--- src/rtl/abc_sweep_gen_pkg.sv ---
// Shared definitions for the A/B/C operand sweep generator.
//   - state_t   : sequencer states (IDLE, three sweep phases, DONE)
//   - PH_CODE_* : values driven on the 2-bit phase output
//   - W_DEF     : default operand width, MAX_DEF its all-ones value
//   - phase_of(): maps a state to its phase code
package abc_sweep_gen_pkg;

  typedef enum logic [2:0] {
    ST_IDLE = 3'd0,
    ST_PH_A = 3'd1,
    ST_PH_B = 3'd2,
    ST_PH_C = 3'd3,
    ST_DONE = 3'd4
  } state_t;

  localparam logic [1:0] PH_CODE_A    = 2'b00;
  localparam logic [1:0] PH_CODE_B    = 2'b01;
  localparam logic [1:0] PH_CODE_C    = 2'b10;
  localparam logic [1:0] PH_CODE_REST = 2'b11;

  localparam int W_DEF   = 4;
  localparam int MAX_DEF = (1 << W_DEF) - 1;

  function automatic logic [1:0] phase_of(input state_t st);
    case (st)
      ST_PH_A: phase_of = PH_CODE_A;
      ST_PH_B: phase_of = PH_CODE_B;
      ST_PH_C: phase_of = PH_CODE_C;
      default: phase_of = PH_CODE_REST;
    endcase
  endfunction

endpackage

--- src/rtl/abc_sweep_gen_digit.sv ---
// sweep_digit: one W-bit digit of the operand sweep.
// Ports:
//   clk, reset  : clock, asynchronous active-high reset (value -> 0)
//   inc         : add one (wraps MAX -> 0, no saturation)
//   clr         : force to 0 (highest priority)
//   load_one    : force to 1 (beats inc)
//   value       : registered digit value
//   value_next  : value the digit takes on the next edge (for look-ahead flags)
//   wrap        : value == MAX
module sweep_digit
  import abc_sweep_gen_pkg::*;
#(
  parameter int W = W_DEF
) (
  input  logic         clk,
  input  logic         reset,
  input  logic         inc,
  input  logic         clr,
  input  logic         load_one,
  output logic [W-1:0] value,
  output logic [W-1:0] value_next,
  output logic         wrap
);

  always_comb begin
    value_next = value;
    if (clr)
      value_next = '0;
    else if (load_one)
      value_next = W'(1);
    else if (inc)
      value_next = value + W'(1);
  end

  always_ff @(posedge clk or posedge reset) begin
    if (reset)
      value <= '0;
    else
      value <= value_next;
  end

  assign wrap = (value == {W{1'b1}});

endmodule

--- src/rtl/abc_sweep_gen.sv ---
// abc_sweep_gen: emits every (A_e, B_e, C_e) triple exactly once over a
// valid/ready handshake in three phases: A only, then A+B (B>=1), then
// A+B+C (C>=1). All outputs are registered.
// Ports:
//   clk, reset       : clock, asynchronous active-high reset
//   start            : begin a sweep (honoured in IDLE/DONE only)
//   abort            : return to IDLE (honoured in the sweep phases only)
//   out_ready        : consumer accepts the current vector
//   out_valid        : A_e/B_e/C_e carry a vector
//   A_e, B_e, C_e    : operands
//   out_last         : current vector is the final one of the sweep
//   phase            : 00=A, 01=B, 10=C, 11=IDLE/DONE
//   busy, done       : in a sweep phase / in DONE
//   vec_cnt          : completed transfers since last start (saturating)
module abc_sweep_gen
  import abc_sweep_gen_pkg::*;
#(
  parameter int W     = W_DEF,
  parameter int CNT_W = 3 * W + 1
) (
  input  logic             clk,
  input  logic             reset,
  input  logic             start,
  input  logic             abort,
  input  logic             out_ready,
  output logic             out_valid,
  output logic [W-1:0]     A_e,
  output logic [W-1:0]     B_e,
  output logic [W-1:0]     C_e,
  output logic             out_last,
  output logic [1:0]       phase,
  output logic             busy,
  output logic             done,
  output logic [CNT_W-1:0] vec_cnt
);

  localparam logic [W-1:0]     MAX     = {W{1'b1}};
  localparam logic [CNT_W-1:0] CNT_MAX = CNT_W'(1) << (3 * W);

  state_t state_reg, state_next;

  logic a_inc, a_clr, a_one;
  logic b_inc, b_clr, b_one;
  logic c_inc, c_clr, c_one;
  logic a_wrap, b_wrap, c_wrap;
  logic [W-1:0] a_nxt, b_nxt, c_nxt;
  logic cnt_inc, cnt_clr;
  logic xfer;
  logic in_sweep_next;
  logic out_last_next;

  sweep_digit #(.W(W)) u_digit_a (
    .clk(clk), .reset(reset), .inc(a_inc), .clr(a_clr), .load_one(a_one),
    .value(A_e), .value_next(a_nxt), .wrap(a_wrap)
  );

  sweep_digit #(.W(W)) u_digit_b (
    .clk(clk), .reset(reset), .inc(b_inc), .clr(b_clr), .load_one(b_one),
    .value(B_e), .value_next(b_nxt), .wrap(b_wrap)
  );

  sweep_digit #(.W(W)) u_digit_c (
    .clk(clk), .reset(reset), .inc(c_inc), .clr(c_clr), .load_one(c_one),
    .value(C_e), .value_next(c_nxt), .wrap(c_wrap)
  );

  assign xfer = out_valid && out_ready;

  always_comb begin
    state_next = state_reg;
    a_inc = 1'b0; a_clr = 1'b0; a_one = 1'b0;
    b_inc = 1'b0; b_clr = 1'b0; b_one = 1'b0;
    c_inc = 1'b0; c_clr = 1'b0; c_one = 1'b0;
    cnt_inc = 1'b0;
    cnt_clr = 1'b0;

    case (state_reg)
      ST_IDLE, ST_DONE: begin
        // start beats abort here; abort has no meaning outside a sweep
        if (start) begin
          state_next = ST_PH_A;
          a_clr = 1'b1; b_clr = 1'b1; c_clr = 1'b1;
          cnt_clr = 1'b1;
        end
      end

      ST_PH_A: begin
        if (abort) begin
          state_next = ST_IDLE;
          a_clr = 1'b1; b_clr = 1'b1; c_clr = 1'b1;
        end else if (xfer) begin
          cnt_inc = 1'b1;
          if (a_wrap) begin
            state_next = ST_PH_B;
            a_clr = 1'b1;
            b_one = 1'b1;
          end else begin
            a_inc = 1'b1;
          end
        end
      end

      ST_PH_B: begin
        if (abort) begin
          state_next = ST_IDLE;
          a_clr = 1'b1; b_clr = 1'b1; c_clr = 1'b1;
        end else if (xfer) begin
          cnt_inc = 1'b1;
          if (!a_wrap) begin
            a_inc = 1'b1;
          end else if (!b_wrap) begin
            a_clr = 1'b1;
            b_inc = 1'b1;
          end else begin
            state_next = ST_PH_C;
            a_clr = 1'b1;
            b_clr = 1'b1;
            c_one = 1'b1;
          end
        end
      end

      ST_PH_C: begin
        if (abort) begin
          state_next = ST_IDLE;
          a_clr = 1'b1; b_clr = 1'b1; c_clr = 1'b1;
        end else if (xfer) begin
          cnt_inc = 1'b1;
          if (!a_wrap) begin
            a_inc = 1'b1;
          end else if (!b_wrap) begin
            a_clr = 1'b1;
            b_inc = 1'b1;
          end else if (!c_wrap) begin
            a_clr = 1'b1;
            b_clr = 1'b1;
            c_inc = 1'b1;
          end else begin
            // final vector accepted: operands keep the last triple
            state_next = ST_DONE;
          end
        end
      end

      default: begin
        state_next = ST_IDLE;
        a_clr = 1'b1; b_clr = 1'b1; c_clr = 1'b1;
      end
    endcase
  end

  assign in_sweep_next = (state_next == ST_PH_A) || (state_next == ST_PH_B) ||
                         (state_next == ST_PH_C);

  // Look at the digits' next values so out_last is aligned with the vector.
  assign out_last_next = (state_next == ST_PH_C) &&
                         (a_nxt == MAX) && (b_nxt == MAX) && (c_nxt == MAX);

  always_ff @(posedge clk or posedge reset) begin
    if (reset) begin
      state_reg <= ST_IDLE;
      out_valid <= 1'b0;
      out_last  <= 1'b0;
      phase     <= PH_CODE_REST;
      busy      <= 1'b0;
      done      <= 1'b0;
    end else begin
      state_reg <= state_next;
      out_valid <= in_sweep_next;
      out_last  <= out_last_next;
      phase     <= phase_of(state_next);
      busy      <= in_sweep_next;
      done      <= (state_next == ST_DONE);
    end
  end

  always_ff @(posedge clk or posedge reset) begin
    if (reset)
      vec_cnt <= '0;
    else if (cnt_clr)
      vec_cnt <= '0;
    else if (cnt_inc && (vec_cnt != CNT_MAX))
      vec_cnt <= vec_cnt + CNT_W'(1);
  end

endmodule

--- config.mk ---
export PLATFORM = sky130hd
export DESIGN_NAME = abc_sweep_gen
export DESIGN_NICKNAME = d
export VERILOG_FILES = /design/src/rtl/abc_sweep_gen_pkg.sv /design/src/rtl/abc_sweep_gen_digit.sv /design/src/rtl/abc_sweep_gen.sv
export SDC_FILE = /design/constraint.sdc
export NUM_CORES = 1
export LEC_CHECK = 0
export ABC_AREA = 1
export CORE_AREA = 2 2 68 118
export DETAILED_ROUTE_END_ITERATION = 10
export DIE_AREA = 0 0 70 120
export MAX_ROUTING_LAYER = met4
export SYNTH_ARGS = -nofsm -noshare
export SYNTH_HDL_FRONTEND = slang
export SYNTH_SLANG_ARGS = --single-unit
export TNS_END_PERCENT = 5
--- constraint.sdc ---
create_clock -name clk -period 1.6 [get_ports clk]
set_input_delay 0.24 -clock clk [delete_from_list [all_inputs] [get_ports clk]]
set_output_delay 0.24 -clock clk [all_outputs]
set_load 0.1 [all_outputs]
==> impl_metrics.prom <==
# TYPE chip_impl_metric gauge
chip_impl_metric{name="placeableCoreArea",unit="µm²"} 7460
chip_impl_metric{name="vias",unit=""} 2337
chip_impl_info{name="unrepaired_setup_endpoints_after_global_routing",value="yes"} 1
chip_impl_metric{name="dr.pass1.iters",unit=""} 4
chip_impl_info{name="yosys_most_used_dff",value="dfrtp_1"} 1
chip_impl_metric{name="drc",unit=""} 0
chip_impl_metric{name="post-route-util",unit="%"} 53.1
chip_impl_metric{name="cts_buffer_depth",unit=""} 2
chip_impl_metric{name="cts.htree.levels",unit=""} 2
chip_impl_info{name="registers.top_by_ff_count",value="vec_cnt"} 1
chip_impl_metric{name="place.port_buffers",unit=""} 35
chip_impl_metric{name="critical_path_required",unit="ns"} 1.76
chip_impl_info{name="min-delay-path-class",value="input pin to asynchronous set/reset pin"} 1
chip_impl_info{name="synth_commonest_cells",value="nand2_1 (57), inv_1 (44), dfrtp_1 (31), nand3_1 (26), nor2_1 (23)"} 1
chip_impl_metric{name="worst_slack_on_hold_paths",unit="ns"} 0.309
chip_impl_metric{name="number_of_setup_violations_in_the_final_report",unit=""} 16
chip_impl_info{name="end_kind",value="register"} 1
chip_impl_metric{name="clkSinkCount",unit=""} 33
chip_impl_info{name="root_buffer",value="clkbuf_16"} 1
chip_impl_metric{name="yosys_register_bits",unit=""} 33
chip_impl_metric{name="tritoncts.num_buffers",unit=""} 5
chip_impl_metric{name="count_of_distinct_cell_types_in_the_synthesized_netlist",unit=""} 35
chip_impl_metric{name="final_min_period_over_clock_period",unit="%"} 106
chip_impl_metric{name="leakage",unit="nW"} 1.85
chip_impl_metric{name="fmaxAchievable",unit="MHz"} 587
chip_impl_metric{name="min_period",unit="ns"} 1.70
chip_impl_metric{name="irDropWorstVdd",unit="µV"} 342
chip_impl_metric{name="ant_nets",unit=""} 0
chip_impl_metric{name="dp_hpwl",unit="µm"} 4950
chip_impl_metric{name="globalRouteOverflowTotal",unit=""} 0
chip_impl_metric{name="worst_setup_hold_path_clk_slew",unit="ns"} 0.05
chip_impl_metric{name="place_congestion",unit=""} 0.913
chip_impl_metric{name="finalNetCount",unit=""} 401
chip_impl_metric{name="synth_seq_area_share",unit="%"} 38.4
chip_impl_metric{name="synth-warning-count",unit=""} 0
chip_impl_metric{name="final_design_area_no_fill",unit="µm²"} 3960
chip_impl_metric{name="netlist.area_leader.share",unit="%"} 35.9
chip_impl_info{name="setup.worst_path.class",value="register to register"} 1
chip_impl_metric{name="grt_pass1_wl",unit="µm"} 10600
chip_impl_metric{name="grt_pass1_vias",unit=""} 2381
chip_impl_metric{name="insertedDiodeCount",unit=""} 0
chip_impl_metric{name="place_area",unit="µm²"} 3500
chip_impl_info{name="yosysMostFrequentCell",value="nand2_1"} 1
chip_impl_metric{name="clock_network_latency_to_the_later_pin_of_the_worst_skew_pair",unit="ns"} 0.27
chip_impl_metric{name="cap_violations",unit=""} 0
chip_impl_metric{name="grt_antenna_before_repair",unit=""} 0
chip_impl_metric{name="flow.area_growth_from_synthesis",unit="%"} 83.7
chip_impl_metric{name="starting_drt_drc_count",unit=""} 114
chip_impl_metric{name="largest_register_ff_count",unit=""} 13
chip_impl_metric{name="avgRoutedWirePerCell",unit="µm"} 13.7
chip_impl_info{name="cp-start-kind",value="register"} 1
chip_impl_metric{name="worstPathMaxFanout",unit=""} 5
chip_impl_metric{name="arrival",unit="ns"} 1.86
chip_impl_info{name="outcome",value="finished, violations left"} 1
chip_impl_metric{name="postSynthCellCount",unit=""} 282
chip_impl_metric{name="timing.slew.headroom",unit="%"} 61.1
chip_impl_metric{name="mappedNetlistArea",unit="µm²"} 2160
chip_impl_metric{name="dieArea",unit="µm²"} 8400
chip_impl_metric{name="timing.final.max_slew_violations",unit=""} 0
chip_impl_metric{name="timing_hold_violations_final",unit=""} 0
chip_impl_metric{name="floorplan.die.height",unit="µm"} 120
chip_impl_metric{name="std_cell_rows",unit=""} 42
chip_impl_metric{name="power.density",unit="nW/µm²"} 671
chip_impl_metric{name="finalWorstSetupSlack",unit="ns"} -0.103
chip_impl_metric{name="setup_total_negative_slack",unit="ns"} -0.888
chip_impl_metric{name="maximum_clock_skew_at_final_layout",unit="ns"} 0.00303
chip_impl_metric{name="wire_length_reported_by_the_detailed_router",unit="µm"} 6560
chip_impl_metric{name="initial_util",unit="%"} 28.9
chip_impl_info{name="synth.area.top_cells",value="dfrtp_1 (36%), nand2_1 (9.9%), inv_1 (7.7%)"} 1
chip_impl_metric{name="synth_edf_count",unit=""} 0
chip_impl_metric{name="worst-slew-pin-transition",unit="ns"} 0.580
chip_impl_metric{name="synth_async_sr_flop_share",unit="%"} 100
chip_impl_metric{name="layout-drive-gt1-share",unit="%"} 55.1
chip_impl_metric{name="totalPowerFinal",unit="mW"} 2.66
chip_impl_metric{name="groute.usage.overall",unit="%"} 16.1
chip_impl_metric{name="mappedNetlistNets",unit=""} 292
chip_impl_metric{name="post_cts_hold_buffer_count",unit=""} 0
chip_impl_info{name="synthDominantAreaCellType",value="dfrtp_1"} 1
chip_impl_info{name="failed_checks",value="setup timing"} 1
chip_impl_metric{name="fp.dieW",unit="µm"} 70
chip_impl_metric{name="grt_max_degree",unit=""} 34
chip_impl_info{name="clock_tree_from_tritoncts",value="done"} 1
chip_impl_metric{name="floorplan.io_pins",unit=""} 36
chip_impl_metric{name="synth_area_per_cell",unit="µm²"} 7.65
chip_impl_metric{name="avgViaCountPerCell",unit=""} 4.87
[worst max-delay path: stages, from the launching register on]
cell     delay [ns]
dfrtp_4        0.48
inv_4          0.07
ha_4           0.13
nand2_2        0.05
nor3_2         0.21
nand3_1        0.17
nand2_4        0.14
inv_4          0.06
buf_4          0.15
nand3_1        0.07
o21ai_1        0.06
[worst paths after layout]
kind,slack [ns],cells after the start,start,endpoint
max,-0.10,10,vec_cnt[1]$_DFFE_PP0P_,vec_cnt[7]$_DFFE_PP0P_
min,0.31,3,reset,vec_cnt[0]$_DFFE_PP0P_
max reg2reg,-0.10,10,vec_cnt[1]$_DFFE_PP0P_,vec_cnt[7]$_DFFE_PP0P_
min reg2reg,0.62,3,vec_cnt[4]$_DFFE_PP0P_,vec_cnt[4]$_DFFE_PP0P_
max in group asynchronous,1.04,3,reset,phase[0]$_DFF_PP1_
min in group clk,0.62,3,vec_cnt[4]$_DFFE_PP0P_,vec_cnt[4]$_DFFE_PP0P_
[per-layer routing]
layer,track usage [%],routed length (µm),up-vias
li1,-,-,1127
met1,15.2,2230,1118
met2,31.7,3940,65
met3,2.02,155,27
met4,7.09,239,0
met5,-,0,-
[final cells by class]
cell class	count	area, µm²
clock buffers	7	143
clock inverters	1	30.0
fillers	684	3500
inverters	48	188
multi-input cells	198	1390
flip-flops and latches	33	883
well taps	88	110
repair buffers	105	1220
[metrics by stage]
| step | std cells | worst slack [ns] |
|---|---|---|
| CTS | 477 | -0.0697 |
| finish | 480 | -0.103 |
| global route | 480 | -0.174 |
| global placement | 465 | -0.286 |
| detailed placement | 465 | -0.321 |
| floorplan | 282 | -0.176 |
[cell usage in the layout (no fill, tap or decap), types with 3 or more instances in the layout]
cell type         n
nor3_1            8
nor2_1           17
ha_4              4
nand2_1          42
nand2_4           4
clkdlybuf4s50_1   4
o21ai_2           6
buf_12           32
buf_4            62
nor4_1            3
inv_1            37
nand3b_1          3
dfrtp_2          17
dfrtp_1           5
nand4_1          10
buf_6             7
o21ai_1           7
a21oi_1           3
nand3_4           3
nand2_2          17
a21oi_2           3
inv_2             8
clkbuf_16         5
dfrtp_4           9
nand3_2           8
nor2_4            8
nand3_1          17
inv_4             3
nor2_2            6
o21ai_0           4
xor2_1            7
[cells by family (layout without fill, tap and decap cells)]
| logic type | after synthesis | in the layout | synth area share, % |
|---|---|---|---|
| simple gates | 155 | 155 | 37.9 |
| xor+xnor | 9 | 9 | 3.65 |
| buf+inv | 51 | 161 | 9.27 |
| flops | 33 | 33 | 38.4 |
| compound gates | 29 | 29 | 7.88 |
| fa+ha+maj | 5 | 5 | 2.90 |
[what timing repair did]
action                     CTS  global route
setup buffers                4             4
resized for setup           12            64
cloned                       0             0
setup endpoints to repair   22            26
pin swaps                   10            27
[power by group]
group          total, mW  switching (mW)  leakage [nW]  internal, mW
clock               1.12           0.341        0.0841         0.777
combinational      0.649           0.399          1.36         0.250
sequential         0.893          0.0221         0.404         0.871
total               2.66           0.763          1.85          1.90
Note: power is estimated with default switching activity, not from simulation.
